[src/rtl/mcu_quad_gen.sv]
// Mouse-to-quadrature generator: accumulates signed movement reports and replays
// them as A/B quadrature steps paced by the MCU clock enable, plus a synchronised button.
module mcu_quad_gen #(
    parameter int STEP_DIV = 64,
    parameter int ACCW     = 10
) (
    input  logic       clk,
    input  logic       rst,
    input  logic       cen,
    input  logic       mouse_strobe,
    input  logic [8:0] mouse_dx,
    input  logic [8:0] mouse_dy,
    input  logic       mouse_btn,
    input  logic       flush,
    output logic       x_a,
    output logic       x_b,
    output logic       y_a,
    output logic       y_b,
    output logic       btn_n,
    output logic       busy
);

    // Sum width leaves headroom so acc + delta - step never wraps before saturation.
    localparam int SW = ((ACCW > 9) ? ACCW : 9) + 2;
    localparam logic signed [SW-1:0] ACC_MAX = SW'((2 ** (ACCW - 1)) - 1);
    localparam logic signed [SW-1:0] ACC_MIN = SW'(-(2 ** (ACCW - 1)));
    localparam logic signed [SW-1:0] S_ZERO  = SW'(1'b0);
    localparam logic signed [SW-1:0] S_POS1  = SW'(1'b1);
    localparam logic signed [SW-1:0] S_NEG1  = -S_POS1;

    logic [7:0]             cnt_r;
    logic                   tick_s;
    logic signed [ACCW-1:0] acc_x_r, acc_y_r;
    logic signed [ACCW-1:0] acc_x_nxt_s, acc_y_nxt_s;
    logic signed [SW-1:0]   step_x_s, step_y_s;
    logic                   btn_sync_r;

    function automatic logic signed [SW-1:0] axis_step(input logic signed [ACCW-1:0] acc,
                                                       input logic en);
        logic signed [SW-1:0] s;
        if (!en || (acc == '0)) s = S_ZERO;
        else if (acc[ACCW-1])   s = S_NEG1;
        else                    s = S_POS1;
        return s;
    endfunction

    function automatic logic signed [ACCW-1:0] sat(input logic signed [SW-1:0] v);
        logic signed [ACCW-1:0] r;
        if (v > ACC_MAX)      r = ACC_MAX[ACCW-1:0];
        else if (v < ACC_MIN) r = ACC_MIN[ACCW-1:0];
        else                  r = v[ACCW-1:0];
        return r;
    endfunction

    function automatic logic signed [ACCW-1:0] acc_next(input logic signed [ACCW-1:0] acc,
                                                        input logic signed [SW-1:0] step,
                                                        input logic strobe,
                                                        input logic [8:0] delta,
                                                        input logic clr);
        logic signed [SW-1:0] d;
        logic signed [SW-1:0] sum;
        d   = strobe ? SW'($signed(delta)) : S_ZERO;
        sum = SW'(acc) + d - step;
        if (clr) return '0;
        else     return sat(sum);
    endfunction

    // Forward order is 00->01->11->10; {a,b} packed as [1]=a, [0]=b.
    function automatic logic [1:0] phase_next(input logic [1:0] ab,
                                              input logic signed [SW-1:0] step);
        logic [1:0] r;
        if (step == S_ZERO)  r = ab;
        else if (step[SW-1]) r = {~ab[0], ab[1]};
        else                 r = {ab[0], ~ab[1]};
        return r;
    endfunction

    assign tick_s = cen && (cnt_r == 8'(STEP_DIV - 1));
    assign busy   = (acc_x_r != '0) || (acc_y_r != '0);

    // Per-axis step direction and next accumulator value.
    always_comb begin
        step_x_s    = axis_step(acc_x_r, tick_s);
        step_y_s    = axis_step(acc_y_r, tick_s);
        acc_x_nxt_s = acc_next(acc_x_r, step_x_s, mouse_strobe, mouse_dx, flush);
        acc_y_nxt_s = acc_next(acc_y_r, step_y_s, mouse_strobe, mouse_dy, flush);
    end

    // Step divider, accumulators, quadrature phases and button synchroniser.
    always_ff @(posedge clk) begin
        if (rst) begin
            cnt_r      <= 8'd0;
            acc_x_r    <= '0;
            acc_y_r    <= '0;
            x_a        <= 1'b0;
            x_b        <= 1'b0;
            y_a        <= 1'b0;
            y_b        <= 1'b0;
            btn_sync_r <= 1'b0;
            btn_n      <= 1'b1;
        end else begin
            if (cen) cnt_r <= tick_s ? 8'd0 : cnt_r + 8'd1;
            else     cnt_r <= cnt_r;
            acc_x_r    <= acc_x_nxt_s;
            acc_y_r    <= acc_y_nxt_s;
            {x_a, x_b} <= phase_next({x_a, x_b}, step_x_s);
            {y_a, y_b} <= phase_next({y_a, y_b}, step_y_s);
            btn_sync_r <= mouse_btn;
            btn_n      <= ~btn_sync_r;
        end
    end

endmodule

[config.mk]
export PLATFORM = sky130hd
export DESIGN_NAME = mcu_quad_gen
export DESIGN_NICKNAME = d
export VERILOG_FILES = /design/src/rtl/mcu_quad_gen.sv
export SDC_FILE = /design/constraint.sdc
export NUM_CORES = 1
export LEC_CHECK = 0
export BUFFER_PORTS_ARGS = -buffer_cell sky130_fd_sc_hd__buf_2
export CORE_ASPECT_RATIO = 0.75
export CORE_MARGIN = 2
export CORE_UTILIZATION = 45
export DETAILED_ROUTE_END_ITERATION = 7
export GPL_TIMING_DRIVEN = 1
export PLACE_DENSITY = 0.6
export SYNTH_ARGS = -nofsm -noshare
export SYNTH_HDL_FRONTEND = slang
export SYNTH_SLANG_ARGS = --single-unit
[constraint.sdc]
create_clock -name clk -period 9.04 [get_ports clk]
set_input_delay 1.808 -clock clk [delete_from_list [all_inputs] [get_ports clk]]
set_output_delay 1.808 -clock clk [all_outputs]
set_load 0.02 [all_outputs]
# Yosys cells after proc, flatten, opt, wreduce, memory -nomap -nowiden
# Index checks and enable logic that the tools add are counted.
[word_totals]
out_inout_bits = 6
latch_bits = 0
register_bits = 34
ramBits = 0
n_memories = 0
mem_bits_ro = 0
[classes]
multipliers = 0
bitwise_logic = 5
muxes = 13
n_reduce_logical = 14
n_lt_le_gt_ge = 4
add_sub_neg = 5
n_eq_ne = 1
n_div = 0
shifts = 0
[ops]
columns = ["operator", "count"]
rows = [
  ["12-bit 2-to-1 mux", 6],
  ["10-bit by 12-bit adder with 12-bit output", 2],
  ["12-bit by 10-bit greater-than comparator with 1-bit output (second input constant)", 2],
  ["12-bit logical NOT", 2],
  ["12-bit by 10-bit < comparator with 1-bit output (second input constant)", 2],
  ["12-bit subtractor", 2],
  ["10-bit logical NOT", 2],
  ["10-bit 2-to-1 mux", 2],
  ["10-bit nonzero test", 2],
  ["9-bit 2-to-1 mux", 2],
  ["8-bit by 1-bit adder with 8-bit output (second input constant)", 1],
  ["8-bit by 6-bit == test with 1-bit output (second input constant)", 1],
  ["8-bit 2-to-1 mux", 1],
  ["3-bit OR reduction", 2],
  ["1-bit NOT", 5],
  ["2-bit 2-to-1 mux", 2],
  ["1-bit logical OR", 3],
  ["2-bit OR reduction", 1],
  ["1-bit logical AND", 1],
  ["1-bit logical NOT", 1],
]

# Depth between registers and ports, before layout
# Gate-level depths: netlist of run 1.
[logic_depth]
word_depth = 9
depth_mapped = 18
ltp_nobuf = 17

# Worst setup path before layout of run 1
# No wires, ideal clock.
[synth_path]
path_type = "input-to-reg"
startpoint = "in cen"
endpoint = "reg acc_x_r[2]"
stages = 14
arrival_ps = 5407
t_required_ps = 8898
path_buffers = 1
path_slack_ps = 3492
setup_ps = 142
cell_sequence = "and3_1 -> nand4_1 -> nor3_1 -> clkbuf_1 -> nand2_1 -> inv_1 -> fa_1 -> fa_1 -> and2b_1 -> o211ai_1 -> a211oi_2 -> o21ai_2 -> a2111oi_4 -> o31ai_1"
[synth_between]
elab_chain_cells = 8
[synth_lines]
columns = ["element", "line_no", "source"]
rows = [
  ["start: declaration", "9", "input logic cen,"],
  ["1-bit logical AND *", "78", "assign tick_s = cen && (cnt_r == 8'(STEP_DIV - 1));"],
  ["1-bit logical NOT *", "41", "if (!en || (acc == '0)) s = S_ZERO;"],
  ["1-bit logical OR *", "41", ""],
  ["12-bit 2-to-1 mux *", "41", ""],
  ["12-bit subtractor *", "63", "sum = SW'(acc) + d - step;"],
  ["12-bit by 10-bit < comparator with 1-bit output", "50", "else if (v < ACC_MIN) r = ACC_MIN[ACCW-1:0];"],
  ["10-bit 2-to-1 mux", "50", ""],
  ["9-bit 2-to-1 mux *", "49", "if (v > ACC_MAX) r = ACC_MAX[ACCW-1:0];"],
  ["end signal: assignment", "104", "acc_x_r <= acc_x_nxt_s;"],
  ["end: declaration", "33", "logic signed [ACCW-1:0] acc_x_r, acc_y_r;"],
]
# Every way passes the cells marked *; elsewhere a longest branch is shown, timed or not.
# A chain may end at the register's enable or synchronous reset.

# Worst setup path in the final report of run 1
[layout_path]
startpoint = "in cen"
endpoint = "reg acc_x_r[7]"
# Same word-level chain as after synthesis.

==> metrics.yaml, run 1 <==
power:
  switching_share_pct: 47.2
  p_switching_mw: 0.467
  seq_power_share_pct: 20.0
  power.density_nw_per_um2: 288
  peakVddDrop_v: 0.000127
  combPwrFrac_pct: 66.3
  p_int_mw: 0.523
  p_leak_nw: 1.49
  power_frac_clock_pct: 13.8
timing:
  maxSlewViolCount: 0
  period_minus_slack_ps: 5620
  layout_setup_ws_ps: 3420
  slew-limit-headroom_pct: 44.5
  setup_tns_ps: 0
  fmax_mhz: 178
  finalHoldViolCount: 0
  rsz0062_at_grt: "no"
  fin_crit_sh_pct: 62.1
  skew_ps: 5.26
  worst_slew_pin_slew_ps: 829
  finalSetupViolCount: 0
floorplan:
  die_h_um: 76.1
  rows: 26
  die_area_um2: 7620
  io_pins: 30
  core-area_um2: 6770
  start_util_pct: 46.1
  die_x_um: 100
drt:
  routed_wl_um: 7340
  vias: 2691
  wl_per_cell_um: 15.2
  drt-vias-per-instance: 5.57
  drcViolationCount: 0
  initialDrtViolationCount: 212
  final_antenna_net_count: 0
  first_pass_iters: 5
cts:
  numCtsBuffers: 5
  post_cts_resized: 0
  insertion_delay_ps: 290
  clk_pin_slew_ps: 70
  htree_levels: 2
  cts_hold_buf: 0
  post_cts_buffers: 0
  root_buffer: "clkbuf_8"
  cts_tree: "done"
  cts_buffer_depth: 2
  clock-sinks: 34
place:
  io_buffers: 29
  pre_cts_slack_ps: 3120
  place_area_um2: 3330
  finalWeightedCongestion: 0.876
  place_inst: 475
  dp_hpwl_um: 5920
synthesis:
  synth.net_count: 439
  synth_area_um2: 3120
  synth_top_area_share_pct: 21.8
  synth_edf_count: 0
  yosysTopAreaCell: "dfxtp_1"
  yosys-top-cells-count: "inv_1 (45), dfxtp_1 (34), nand2_1 (27)"
  ys_ff_latch: 34
  synth-warning-count: 0
  synth-main-ff-cell: "dfxtp_1"
  ys_seq_area_share_pct: 21.8
  synth_top_cells_by_area: "dfxtp_1 (22%), fa_1 (12%), ha_1 (10%)"
  yosys.cell_types.count: 54
  synth_most_common_cell: "inv_1"
  syn_inst: 372
  synthArstFlopShare_pct: 0
  synth.avg_cell_area_um2: 8.38
finish:
  fillers: 672
  syn_to_final_growth_pct: 10.2
  instances_no_fill: 483
  nets: 465
  fin_area_um2: 3430
  n_antenna_cell: 0
  final_layout_size_suffix_gt1_share_pct: 13.3
critical_path:
  r2r-start: "cnt_r[0]$_SDFFE_PP0P_"
  critPathCaptureType: "register"
  worst_path_dominant_cell_family: "compound AO/OA/AOI/OAI gates"
  crit_buf_inv: 3
  cp.arrival_ps: 5760
  path_cells: "buf_2, and3_1, nand4_1, nor3_1, buf_4, nand2_1, inv_1, fa_1, fa_1, and2b_1, o211ai_1, a211oi_2, nor3_1, a2111oi_4, o41ai_1"
  crit_path_start_kind: "input pin"
  critPathLaunch: "cen"
  crit_fanout: 12
  cp_slowest_cell: "a2111oi_4"
  setup.worst_path.class: "input pin to register"
  critical-path-max-stage-delay_ps: 610
  worstPathRequired_ps: 9180
global_route:
  grt_pass1_vias: 2427
  grt_max_degree: 19
  grt_overflow: 0
  grt_usage_pct: 20.3
  antenna_found_initial: 0
  grt_pass1_wl_um: 12300
hold_path:
  min-delay-start: "btn_sync_r$_SDFF_PP0_"
  hold_class: "register to register"
status:
  run_status: "finished clean"
job:
  drv_cap: 0
==> final cells by class <==
type / instances / area, µm² / share of cell area (%)
well taps: 84 / 105 / 3.06
multi-input cells: 282 / 2220 / 64.7
clock buffers: 7 / 76.3 / 2.22
repair buffers: 30 / 153 / 4.44
inverters: 45 / 169 / 4.92
flip-flops and latches: 34 / 681 / 19.8
clock inverters: 1 / 30.0 / 0.874
==> cell families after synthesis <==
group	count (synthesis)	share of synthesized area (%)
XOR/XNOR	23	6.46
flip-flops	34	21.8
AND/OR/NAND/NOR	130	22.0
buffers and inverters	56	6.94
multiplexers	3	0.963
AO/OA/AOI/OAI	83	20.2
adder cells (fa/ha/maj)	43	21.6
==> placed cells by master (no fill, tap or decap), drive strengths merged, types with 7 or more instances in the layout <==
cell type	instances
fa	18
nor2	21
nand2b	7
and2	11
buf	30
nand2	27
nor3	18
xnor2	12
clkbuf	7
xor2	11
inv	45
a21oi	20
ha	25
dfxtp	34
a21o	7
a211oi	8
nand3	9
nand4	7
o21ai	16
==> flip-flops by register name (all words and copies together), names as in the netlist <==
register	flops
acc_x_r	10
acc_y_r	10
btn_n	1
btn_sync_r	1
cnt_r	8
x_a	1
x_b	1
y_a	1
y_b	1
==> worst register-to-register path: stages, from the launching register on <==
cell and delay, ps:
dfxtp_1 380, ha_1 180, and3_1 180, nand4_1 130, nor3_1 160, buf_4 210, nand2_1 250, inv_1 280
fa_1 490, fa_1 440, and2b_1 230, o211ai_1 170, a211oi_2 380, nor3_1 130, a2111oi_4 610, o41ai_1 160
==> power by group through the flow <==
stage          logic (mW)  registers (mW)  clock network, mW
4_1_cts             0.651           0.198              0.139
3_5_place_dp        0.648           0.201                  0
6_report            0.656           0.198              0.136
3_3_place_gp        0.640           0.201                  0
5_1_grt             0.732           0.201              0.146
2_1_floorplan       0.524           0.194                  0
==> through the flow <==
step	total power, mW	hold WS [ps]	utilization (%)
final	0.990	379	50.8
after global routing	1.08	419	50.8
after CTS	0.987	386	50.8
after detailed placement	0.849	373	49.2
after global placement	0.841	364	49.2
after floorplan	0.717	355	-
==> metal layers <==
| layer | up-vias | track usage (%) | share of wire [%] |
|---|---|---|---|
| li1 | 1351 | - | - |
| met1 | 1263 | 33.8 | 55 |
| met2 | 68 | 26.8 | 39 |
| met3 | 9 | 4.04 | 5.4 |
| met4 | 0 | 3.29 | 0.76 |
| met5 | - | 0 | 0 |
==> final timing paths <==
kind	end	slack (ps)	depth (start not counted)
min reg2reg	btn_n$_SDFF_PP1_	380	1
max reg2reg	acc_x_r[7]$_SDFF_PP0_	4540	15
min	btn_n$_SDFF_PP1_	380	1
max	acc_x_r[7]$_SDFF_PP0_	3420	15
Power figures use the tool's default switching activity.
==> run 2, diff against run 1 <==
==> constraint.sdc (replaced) <==
create_clock -name clk -period 5.4 [get_ports clk]
set_input_delay 1.08 -clock clk [delete_from_list [all_inputs] [get_ports clk]]
set_output_delay 1.08 -clock clk [all_outputs]
set_load 0.02 [all_outputs]
==> run 2 against run 1 <==
Register-to-register slack worse by 3300 ps. Sequential share of layout area down 0.11 points. Final area up 0.55%. Highest routed layer unchanged. Critical path depth up 3. Hold slack better by 10 ps. Sequential cell count unchanged. Clock power up 61%. First-iteration DRC count down 18%. Total power up 66%. Worst setup slack worse by 2600 ps. Via count down 1.4%. Cell count up 0.41%.
==> metrics.yaml, run 2 (synthesis gave the netlist of run 1 again) <==
timing:
  finalHoldViolCount: 0  # unchanged
  fin_crit_sh_pct: 84.3
  setup_tns_ps: 0  # unchanged
  fmax_mhz: 220
  slew-limit-headroom_pct: 45.6  # was 44.5%
  maxSlewViolCount: 0  # unchanged
  worst_slew_pin_slew_ps: 813  # was 829 ps
  period_minus_slack_ps: 4550
  layout_setup_ws_ps: 846  # was 3420 ps
  rsz0062_at_grt: "no"  # unchanged
  finalSetupViolCount: 0  # unchanged
  skew_ps: 6.35  # was 5.26 ps
global_route:
  antenna_found_initial: 0  # unchanged
  grt_pass1_wl_um: 12300  # about the same
  grt_overflow: 0  # unchanged
  grt_usage_pct: 20.1  # was 20.3%
  grt_pass1_vias: 2503  # was 2427
  grt_max_degree: 19  # unchanged
power:
  power_frac_clock_pct: 13.3  # was 13.8%
  finalPower_mw: 1.65  # was 0.990 mW
  peakVddDrop_v: 0.000216  # was 0.000127 V
  combPwrFrac_pct: 66.6  # was 66.3%
  seq_power_share_pct: 20.0  # about the same
  power.density_nw_per_um2: 476  # was 288 nW/µm²
  p_leak_nw: 1.50  # was 1.49 nW
  p_switching_mw: 0.779  # was 0.467 mW
  p_int_mw: 0.866  # was 0.523 mW
  switching_share_pct: 47.4  # was 47.2%
finish:
  n_antenna_cell: 0  # unchanged
  layout_commonest_cell: "inv_1"  # unchanged
  mostFrequentLayoutCells: "inv_1 (45), dfxtp_1 (34), buf_2 (29)"  # unchanged
  instances_no_fill: 485  # was 483
  final_layout_size_suffix_gt1_share_pct: 14.2  # was 13.3%
  nets: 467  # was 465
  fillers: 668  # was 672
  syn_to_final_growth_pct: 10.8  # was 10.2%
  top_regs: "acc_x_r: 10 flops, acc_y_r: 10 flops, cnt_r: 8 flops"  # unchanged
place:
  io_buffers: 29  # unchanged
  dp_hpwl_um: 5890  # was 5920 µm
  pre_cts_slack_ps: 534  # was 3120 ps
  finalWeightedCongestion: 0.833  # was 0.876
  place_inst: 477  # was 475
critical_path:
  regToRegSetupSlack_ps: 1220  # was 4540 ps
  crit_path_frequent_cell: "inv_1"
  crit_path_start_kind: "input pin"  # unchanged
  cp_slowest_cell: "a2111oi_4"  # unchanged
  critPathLaunch: "cen"  # unchanged
  setup.worst_path.class: "input pin to register"  # unchanged
  r2r.worst_path.cells: 18  # was 15
  r2r_end: "acc_x_r[3]$_SDFF_PP0_"  # was acc_x_r[7]$_SDFF_PP0_
  cp.arrival_ps: 4690  # was 5760 ps
  crit_fanout: 11  # was 12
  critical-path-max-stage-delay_ps: 610  # about the same
  r2r-start: "cnt_r[0]$_SDFFE_PP0P_"  # unchanged
  worstPathRequired_ps: 5540  # was 9180 ps
  critPathCaptureType: "register"  # unchanged
  path_cells: "buf_2, and3_1, nand4_1, nor3_1, buf_4, nand2_1, inv_1, ha_1, inv_1, ha_1, inv_1, fa_1, and2b_1, o211ai_1, a211oi_2, nor3_1, a2111oi_4, o41ai_1"  # was buf_2, and3_1, nand4_1, nor3_1, buf_4, nand2_1, inv_1, fa_1, fa_1, and2b_1, o211ai_1, a211oi_2, nor3_1, a2111oi_4, o41ai_1
cts:
  htree_levels: 2  # unchanged
  insertion_delay_ps: 290  # about the same
  cts_buffer_depth: 2  # unchanged
  post_cts_buffers: 0  # unchanged
  cts_tree: "done"  # unchanged
  root_buffer: "clkbuf_8"  # unchanged
  clock-sinks: 34  # unchanged
  numCtsBuffers: 5  # unchanged
  clk_pin_slew_ps: 70  # about the same
  post_cts_resized: 0  # unchanged
  cts_hold_buf: 0  # unchanged
status:
  run_status: "finished clean"  # unchanged
floorplan:
  die_x_um: 100  # unchanged
  die_h_um: 76.1  # unchanged
  io_pins: 30  # unchanged
  die_area_um2: 7620  # unchanged
  rows: 26  # unchanged
  core-area_um2: 6770  # unchanged
  start_util_pct: 46.1  # unchanged
drt:
  routed_wl_um: 7280  # was 7340 µm
  vias: 2653  # was 2691
  drcViolationCount: 0  # unchanged
  wl_per_cell_um: 15.0  # was 15.2 µm
  final_antenna_net_count: 0  # unchanged
  drt-vias-per-instance: 5.47  # was 5.57
  initialDrtViolationCount: 173  # was 212
  first_pass_iters: 5  # unchanged
hold_path:
  hold_class: "register to register"  # unchanged
  hold_depth: 1  # unchanged
  min-delay-start: "btn_sync_r$_SDFF_PP0_"  # unchanged
  holdPathEnd: "btn_n$_SDFF_PP1_"  # unchanged
job:
  drv_cap: 0  # unchanged
-- run 2: how the worst max path moves through the flow --
stage,depth (start not counted),endpoint
floorplan,14,acc_x_r[2]$_SDFF_PP0_
CTS,14,acc_x_r[3]$_SDFF_PP0_
detailed placement,14,acc_x_r[6]$_SDFF_PP0_
finish,18,acc_x_r[3]$_SDFF_PP0_
global placement,14,acc_x_r[2]$_SDFF_PP0_
global route,18,acc_x_r[7]$_SDFF_PP0_
-- run 2: worst max-delay path: cells and delay by family --
| family | cells | cell delay [ps] |
|---|---|---|
| AOI/OAI and AO/OA | 4 | 1300 |
| and+or+nand+nor | 6 | 1010 |
| adders and majority gates | 3 | 750 |
| buffers and inverters | 5 | 560 |
-- run 2: per-layer routing --
layer / track usage [%] / up-vias / wire length (µm)
li1: - / 1350 / -
met3: 2.48 / 2 / 316
met2: 28.5 / 59 / 2880
met5: 0 / - / 0
met1: 32.2 / 1242 / 4060
met4: 4.52 / 0 / 18
-- run 2: final cells by class --
| cell class | count | area (µm²) | share of cell area, % |
|---|---|---|---|
| repair buffers | 32 | 168 | 4.86 |
| flip-flops and latches | 34 | 681 | 19.7 |
| clock buffers | 8 | 110 | 3.19 |
| well taps | 84 | 105 | 3.04 |
| multi-input cells | 282 | 2220 | 64.3 |
| inverters | 45 | 169 | 4.89 |
-- run 2: metrics by stage --
stage          utilization (%)  hold WS (ps)  instance area (µm²)
4_1_cts                   51.0           390                 3450
3_5_place_dp              49.4           367                 3340
3_3_place_gp              49.4           364                 3340
5_1_grt                   51.0           404                 3450
2_1_floorplan                -           355                 3120
6_report                  51.0           389                 3450
-- run 2: power by group through the flow --
stage               registers, mW  clock network (mW)  logic [mW]
floorplan                   0.324                   0       0.877
global placement            0.336                   0        1.07
detailed placement          0.335                   0        1.09
CTS                         0.330               0.224        1.09
global route                0.334               0.238        1.23
finish                      0.330               0.219        1.10
==> run 3, diff against run 2 <==
--- a/config.mk
+++ b/config.mk
@@ -5,6 +5,7 @@
 export SDC_FILE = /design/constraint.sdc
 export NUM_CORES = 1
 export LEC_CHECK = 0
+export ABC_AREA = 1
 export BUFFER_PORTS_ARGS = -buffer_cell sky130_fd_sc_hd__buf_2
 export CORE_ASPECT_RATIO = 0.75
 export CORE_MARGIN = 2
==> constraint.sdc (replaced) <==
create_clock -name clk -period 4.2 [get_ports clk]
set_input_delay 0.84 -clock clk [delete_from_list [all_inputs] [get_ports clk]]
set_output_delay 0.84 -clock clk [all_outputs]
set_load 0.02 [all_outputs]
==> run 3 against run 2 <==
Clock power is 13% higher. Critical path depth is 2 lower. Die area is 1.0% lower. Non-clock buffer count is 1 lower. Combinational power is 37% higher. Hold slack worse by 8.5 ps. Total power is 33% higher. Core utilization is 0.11 points lower. Final area is 0.69% lower. Register-to-register slack worse by 600 ps. Wire length is 2.7% higher. Largest cell class unchanged. Highest routed layer unchanged.
==> metrics.yaml, run 3 <==
status:
  run_status: "finished clean"  # unchanged
synthesis:
  ys_seq_area_share_pct: 22.1  # was 21.8%
  yosys.cell_types.count: 28  # was 54
  synth-warning-count: 0  # unchanged
  synth_most_common_cell: "nand2_1"  # was inv_1
  synth_top_cells_by_area: "dfxtp_1 (22%), nand2_1 (14%), fa_1 (12%)"  # was dfxtp_1 (22%), fa_1 (12%), ha_1 (10%)
  synth_top_area_share_pct: 22.1  # was 21.8%
  synthArstFlopShare_pct: 0  # unchanged
  synth.net_count: 513  # was 439
  synth-main-ff-cell: "dfxtp_1"  # unchanged
  syn_inst: 446  # was 372
  yosys-top-cells-count: "nand2_1 (111), inv_1 (81), nor2_1 (42)"  # was inv_1 (45), dfxtp_1 (34), nand2_1 (27)
  yosysTopAreaCell: "dfxtp_1"  # unchanged
  synth_edf_count: 0  # unchanged
  ys_ff_latch: 34  # unchanged
  synth_area_um2: 3080  # was 3120 µm²
  synth.avg_cell_area_um2: 6.92  # was 8.38 µm²
floorplan:
  die_h_um: 75.7  # was 76.1 µm
  die_x_um: 99.6  # was 100 µm
  core-area_um2: 6730  # was 6770 µm²
  io_pins: 30  # unchanged
  die_area_um2: 7540  # was 7620 µm²
  start_util_pct: 45.8  # was 46.1%
  rows: 26  # unchanged
cts:
  post_cts_buffers: 0  # unchanged
  cts_tree: "done"  # unchanged
  post_cts_resized: 0  # unchanged
  numCtsBuffers: 5  # unchanged
  clock-sinks: 34  # unchanged
  cts_buffer_depth: 2  # unchanged
  root_buffer: "clkbuf_8"  # unchanged
  htree_levels: 2  # unchanged
  insertion_delay_ps: 290  # about the same
  cts_hold_buf: 0  # unchanged
  clk_pin_slew_ps: 70  # about the same
power:
  p_leak_nw: 1.84  # was 1.50 nW
  peakVddDrop_v: 0.000250  # was 0.000216 V
  power.density_nw_per_um2: 637  # was 476 nW/µm²
finish:
  fillers: 691  # was 668
  syn_to_final_growth_pct: 11.2  # was 10.8%
  top_regs: "acc_x_r: 10 flops, acc_y_r: 10 flops, cnt_r: 8 flops"  # unchanged
  n_antenna_cell: 0  # unchanged
  final_layout_size_suffix_gt1_share_pct: 14.3  # was 14.2%
  multi_input_area_um2: 2070  # was 2220 µm²
  mostFrequentLayoutCells: "nand2_1 (111), inv_1 (81), nor2_1 (42)"  # was inv_1 (45), dfxtp_1 (34), buf_2 (29)
  layout_commonest_cell: "nand2_1"  # was inv_1
  nets: 548  # was 467
  register_area_um2: 681  # unchanged
  instances_no_fill: 566  # was 485
timing:
  finalHoldViolCount: 0  # unchanged
  fin_crit_sh_pct: 88.2
  slew-limit-headroom_pct: 38.0  # was 45.6%
  finalSetupViolCount: 0  # unchanged
  fmax_mhz: 270
  rsz0062_at_grt: "no"  # unchanged
  skew_ps: 7.24  # was 6.35 ps
  worst_slew_pin_slew_ps: 929  # was 813 ps
  layout_setup_ws_ps: 497  # was 846 ps
  setup_tns_ps: 0  # unchanged
  period_minus_slack_ps: 3700
  maxSlewViolCount: 0  # unchanged
drt:
  drcViolationCount: 0  # unchanged
  first_pass_iters: 5  # unchanged
  routed_wl_um: 7470  # was 7280 µm
  wl_per_cell_um: 13.2  # was 15.0 µm
  final_antenna_net_count: 0  # unchanged
  vias: 2820  # was 2653
  drt-vias-per-instance: 4.98  # was 5.47
  initialDrtViolationCount: 178  # was 173
place:
  finalWeightedCongestion: 0.975  # was 0.833
  dp_hpwl_um: 6270  # was 5890 µm
  pre_cts_slack_ps: 286  # was 534 ps
  io_buffers: 29  # unchanged
  place_inst: 558  # was 477
global_route:
  antenna_found_initial: 0  # unchanged
  grt_pass1_wl_um: 12200  # was 12300 µm
  grt_overflow: 0  # unchanged
  grt_pass1_vias: 2585  # was 2503
  grt_max_degree: 20  # was 19
  grt_usage_pct: 20.9  # was 20.1%
critical_path:
  crit_path_start_kind: "input pin"  # unchanged
  worstPathRequired_ps: 4430  # was 5540 ps
  critPathCaptureType: "register"  # unchanged
  cp.arrival_ps: 3930  # was 4690 ps
  crit_fanout: 7  # was 11
  setup.worst_path.class: "input pin to register"  # unchanged
job:
  drv_cap: 0  # unchanged
hold_path:
  hold_class: "register to register"  # unchanged
## run 3: cell types whose count changed after synthesis, sizes merged, moves of 8 or more
cell / previous run / this run
inv: 45 / 86
and2: 11 / 0
nand3: 9 / 41
nor3: 18 / 2
a211oi: 8 / 0
nand2: 27 / 123
nor2: 21 / 49
## run 3: metal layers
layer	share of wire, %	vias to the layer above	GRT usage (%)	wire, µm
li1	-	1451	-	-
met1	53	1283	32.5	3970
met3	7.7	4	5.14	573
met4	0.67	0	4.11	50
met5	0	-	0	0
met2	38	82	29.2	2870
## run 3: cells by family after synthesis
group,Yosys count,synth area share (%)
compound gates,32,5.48
simple gates,226,33.7
flops,34,22.1
xor+xnor,21,5.96
fa+ha+maj,43,21.8
buf+inv,90,11.0
## run 3: stage by stage
step                util, %  power, mW  cell area, µm²  hold WS [ps]
floorplan                 -       1.58            3080           352
global placement       49.6       1.90            3340           369
detailed placement     49.6       1.91            3340           363
CTS                    50.9       2.17            3430           384
global route           50.9       2.39            3430           399
finish                 50.9       2.19            3430           380
## run 3: worst paths after layout
| check | slack, ps | to | cells past startpoint | startpoint |
|---|---|---|---|---|
| max | 500 | acc_y_r[6]$_SDFF_PP0_ | 16 | cen |
| min | 380 | btn_n$_SDFF_PP1_ | 1 | btn_sync_r$_SDFF_PP0_ |
| max reg2reg | 620 | acc_y_r[6]$_SDFF_PP0_ | 16 | cnt_r[0]$_SDFFE_PP0P_ |
| min reg2reg | 380 | btn_n$_SDFF_PP1_ | 1 | btn_sync_r$_SDFF_PP0_ |
## run 3: area by class of cell
type                            count  area share, %
Inverter                           87           9.52
Clock buffer                        7           2.52
Sequential cell                    34           19.8
Tap cell                           84           3.06
Clock inverter                      1          0.146
Timing Repair Buffer               31           4.67
Multi-Input combinational cell    322           60.2
## run 3: worst max-delay path: stages
cell and delay (ps):
buf_2 140, nand4_2 110, nor2_2 150, nand3_2 140, nor2_4 180, inv_1 50, nor2_1 150, buf_4 200
fa_1 480, fa_1 510, nor2_1 230, nor2_1 110, o21ai_0 240, xor2_1 200, nand3_1 100, nand2_1 110
## run 3: power breakdown
group | internal, mW | total, mW | switching, mW
clock network | 0.132 | 0.248 | 0.116
logic | 0.542 | 1.51 | 0.969
registers | 0.386 | 0.426 | 0.0398
total | 1.06 | 2.19 | 1.12
